[config.mk]
export PLATFORM = sky130hd
export DESIGN_NAME = fp_pair_serializer
export DESIGN_NICKNAME = d
export VERILOG_FILES = /design/src/rtl/fp_pair_serializer.sv
export SDC_FILE = /design/constraint.sdc
export NUM_CORES = 1
export LEC_CHECK = 0
export ABC_AREA = 0
export CAP_MARGIN = 20
export CORE_ASPECT_RATIO = 1.5
export CORE_MARGIN = 2
export CORE_UTILIZATION = 25
export CTS_CLUSTER_DIAMETER = 40
export DETAILED_ROUTE_END_ITERATION = 16
export GPL_TIMING_DRIVEN = 0
export SLEW_MARGIN = 0
export SYNTH_ARGS = -nofsm -noshare
export SYNTH_HDL_FRONTEND = slang
export SYNTH_SLANG_ARGS = --single-unit
[constraint.sdc]
create_clock -name CLK -period 6.5 [get_ports CLK]
set_clock_uncertainty 0.1 [all_clocks]
set_input_delay 1.3 -clock CLK [delete_from_list [all_inputs] [get_ports CLK]]
set_output_delay 1.3 -clock CLK [all_outputs]
set_load 0.1 [all_outputs]
[src/rtl/fp_pair_serializer.sv]
// Buffers floating-point operand pairs and sends each one out as two operands, A then B,
// over a valid/ready stream. All outputs come from registered state through a 2:1 mux.
module fp_pair_serializer #(
    parameter int DEPTH = 4,
    parameter int MW    = 24,
    parameter int EW    = 8
) (
    input  logic                     CLK,
    input  logic                     RSTN,
    input  logic                     IN_VALID,
    output logic                     IN_READY,
    input  logic [MW-1:0]            A1,
    input  logic [MW-1:0]            B1,
    input  logic [EW-1:0]            AE1,
    input  logic [EW-1:0]            BE1,
    input  logic                     AS1,
    input  logic                     BS1,
    output logic                     OUT_VALID,
    input  logic                     OUT_READY,
    output logic [MW-1:0]            OM,
    output logic [EW-1:0]            OE,
    output logic                     OS,
    output logic                     OSEL,
    output logic [$clog2(DEPTH):0]   LEVEL
);

    localparam int AW = $clog2(DEPTH);
    localparam int CW = AW + 1;

    typedef struct packed {
        logic [MW-1:0] am;
        logic [EW-1:0] ae;
        logic          a_s;
        logic [MW-1:0] bm;
        logic [EW-1:0] be;
        logic          b_s;
    } pair_t;

    typedef enum logic {
        PH_A = 1'b0,
        PH_B = 1'b1
    } phase_t;

    pair_t          mem [DEPTH];
    logic [AW-1:0]  wp;
    logic [AW-1:0]  rp;
    logic [CW-1:0]  cnt;
    phase_t         ph;
    phase_t         ph_next;
    pair_t          head;
    logic           push;
    logic           xfer;
    logic           pop;

    // Full blocks input even when a pop happens in the same cycle.
    assign IN_READY  = (cnt != CW'(DEPTH));
    assign OUT_VALID = (cnt != '0);
    assign push      = IN_VALID && IN_READY;
    assign xfer      = OUT_VALID && OUT_READY;
    assign pop       = xfer && (ph == PH_B);
    assign LEVEL     = cnt;

    always_comb begin
        ph_next = ph;
        if (xfer) begin
            ph_next = (ph == PH_A) ? PH_B : PH_A;
        end
    end

    always_ff @(posedge CLK or negedge RSTN) begin
        if (!RSTN) begin
            ph  <= PH_A;
            wp  <= '0;
            rp  <= '0;
            cnt <= '0;
        end else begin
            ph <= ph_next;
            if (push) begin
                wp <= wp + AW'(1);
            end
            if (pop) begin
                rp <= rp + AW'(1);
            end
            unique case ({push, pop})
                2'b10:   cnt <= cnt + CW'(1);
                2'b01:   cnt <= cnt - CW'(1);
                default: cnt <= cnt;
            endcase
        end
    end

    // While non-empty and not full, wp never equals rp, so a push cannot touch the head.
    always_ff @(posedge CLK or negedge RSTN) begin
        if (!RSTN) begin
            for (int i = 0; i < DEPTH; i++) begin
                mem[i] <= '0;
            end
        end else if (push) begin
            mem[wp] <= '{am: A1, ae: AE1, a_s: AS1, bm: B1, be: BE1, b_s: BS1};
        end
    end

    assign head = mem[rp];

    always_comb begin
        OM   = head.am;
        OE   = head.ae;
        OS   = head.a_s;
        OSEL = 1'b0;
        if (ph == PH_B) begin
            OM   = head.bm;
            OE   = head.be;
            OS   = head.b_s;
            OSEL = 1'b1;
        end
    end

endmodule

==> out/summary.txt <==
final wirelength -> 32500 um
routability cong. -> 0.726
maximum clock path buffer count -> 3
Yosys reg bits -> 272
NumNets Final -> 939
post-CTS sizing -> 0
Critical-path top delay cell -> clkdlybuf4s50_1
HP Class -> register to register
Buf+Inv Stages, Crit Path -> 3
post-synth top area share -> 52.3%
Slew HR -> 31.4%
worst path required time -> 5.10 ns
CTS sink cnt -> 272
Post CTS Setup Buffer Count -> 0
Crit. End Element -> output pin
Worst EP arrival -> 3.74 ns
IO buf count -> 108
final setup margin -> 1.36 ns
Slowest Stage Delay on Critical Path -> 0.97 ns
CP Cell Sequence -> buf_2, buf_1, mux4_2, mux2_2, clkdlybuf4s50_1
vias in the first global route -> 8014
first drt pass iteration count -> 4
hold buffer count at CTS -> 0
Hold Fails Final Rpt -> 0
Mapped Area -> 13000 um^2
layout cell share with drive strength beyond 1 -> 52.9%
dpl hpwl -> 21900 um
vias -> 6761
status -> complete, no violations
most common cell in the synthesized netlist -> dfrtp_1
Worst Min Path Start -> mem[142]
TritonCTS clock tree -> done
Final Cycle Share -> 79.1%
synth cell count leaders -> dfrtp_1 (272), mux2_4 (160), mux2_2 (138)
CTS Root Cell -> clkbuf_16
first-pass GRT wire length -> 50700 um
number of flops mapped to enable cells by yosys -> 0
measured slew at the worst slew-check pin -> 1.03 ns
Avg Vias per Cell -> 4.31
Area contributors post-synth -> dfrtp_1 (52%), mux2_4 (18%), mux2_2 (12%)
RSZ-0062 raised after global routing -> false
aggregate global-route resource usage -> 12.4%
H-Tree Depth -> 2
post-route ant nets -> 0
drc violations -> 0
Chip Height -> 283 um
CTS clk-pin slew, worst paths -> 0.06 ns
Syn. warnings -> 0
Syn Nets -> 790
Setup-failing EPs final -> 0
Max Cap Violations -> 0
Die ar. -> 53900 um^2
routed length per placed instance -> 20.7 um
fillcell total -> 5074
Async S/R FF share, synth -> 100%
largest net degree at the start of global routing -> 102
post-route minimum period -> 5.14 ns
Synth cell types -> 23
gr ovfl total -> 0
Die X -> 190 um
sequential fraction of the synthesis area -> 52.3%
Synth area leader -> dfrtp_1
Pins Over Slew Limit -> 0
FMAX -> 195 MHz
io pins -> 109
initial antenna violation count -> 4
Crit path max-delay family -> buffers and inverters
most common flop cell mapped by yosys -> dfrtp_1
CP Class -> register to output pin
crit path from -> rp[1]
pre-CTS setup slack -> 1.80 ns
CTS buffer count -> 37
layout overhead on the synthesized area -> 24.7%
syn avg cell area -> 18.2 um^2
Syn Inst Count -> 714
startpoint types -> register
clk_lat worst skew -> 0.53 ns
Reg-to-Reg Start -> ph
Worst Path Max Fanout -> 10
Initial Util -> 25.2%
Core Rows -> 102
DRT iter0 DRCs -> 300
core area -> 51600 um^2
## per-stage QoR
stage               setup TNS (ns)  hold WS (ns)  utilization [%]  instance area [um^2]  instances
detailed placement               0         0.390             29.1                 15000       1500
finish                           0         0.402             31.4                 16200       1570
global placement          -2050.39         0.384             29.0                 14900       1498
global route                     0         0.414             31.4                 16200       1569
CTS                              0         0.404             31.4                 16200       1567
floorplan                        0         0.375                -                 13000        714
## cells by family (layout without fill, tap and decap cells)
| logic type | Yosys count | count (layout) | synth area share, % |
|---|---|---|---|
| other | 0 | 3 | 0 |
| xor gates and xnor gates | 7 | 7 | 0.472 |
| and+or+nand+nor | 11 | 11 | 0.645 |
| buffers and inverters | 53 | 230 | 3.96 |
| adders and majority gates | 6 | 6 | 0.635 |
| muxes | 365 | 365 | 41.9 |
| DFF | 272 | 272 | 52.3 |
## final timing paths
check / endpoint / slack [ns] / depth (start not counted)
worst min register to register: mem[142] / 0.40 / 1
worst max-delay path: OM[18] / 1.36 / 5
max in group asynchronous: LEVEL[1] / 4.26 / 3
min in group asynchronous: mem[113] / 0.65 / 1
worst max register to register: LEVEL[2] / 4.02 / 8
worst min-delay path: mem[142] / 0.40 / 1
## layer usage
metal,global-route usage (%),routed length [um],up-vias
li1,-,-,2958
met1,15.1,13400,3633
met2,21.9,17000,117
met3,2.32,1150,49
met4,4.32,867,4
met5,0,21,-
## registers in the layout, indices dropped and copies added (netlist names)
signal  flops
wp          2
rp          2
mem       264
LEVEL       3
ph          1
## cell type report
type                            count  area (um^2)  share of cell area, %
Tap cell                          676          846                   5.22
Multi-Input combinational cell    389         5680                   35.0
Clock inverter                     20          181                   1.12
Clock buffer                       47         1030                   6.38
Inverter                            5         18.8                  0.116
Buffer                             48          497                   3.06
Sequential cell                   272         6810                   42.0
Antenna cell                        3         7.51                 0.0463
Timing Repair Buffer              110         1140                   7.04
## cell usage in the layout, fill, tap and decap left out
cell             count
xnor2_1              4
buf_6                4
clkdlybuf4s50_1    107
clkinv_4             5
inv_1                5
clkbuf_1            12
xor2_1               3
dfrtp_1            272
clkinv_2             5
nor2_1               1
diode_2              3
and3_1               1
or3_1                1
buf_12              16
clkinvlp_4           5
buf_16               2
mux2_4             160
or3b_1               1
clkinv_8             1
buf_1                3
buf_2               15
nand2_1              2
clkbuf_16           38
mux4_2              66
mux2i_1              1
inv_6                2
nand4_1              1
mux2_2             138
buf_8                1
bufinv_16            1
ha_1                 5
clkbuf_8             5
buf_4                2
and3_4               4
inv_8                1
fa_1                 1
Power is not shown: default switching activity piles up to over one toggle a cycle in this logic, so the estimate is an artifact.
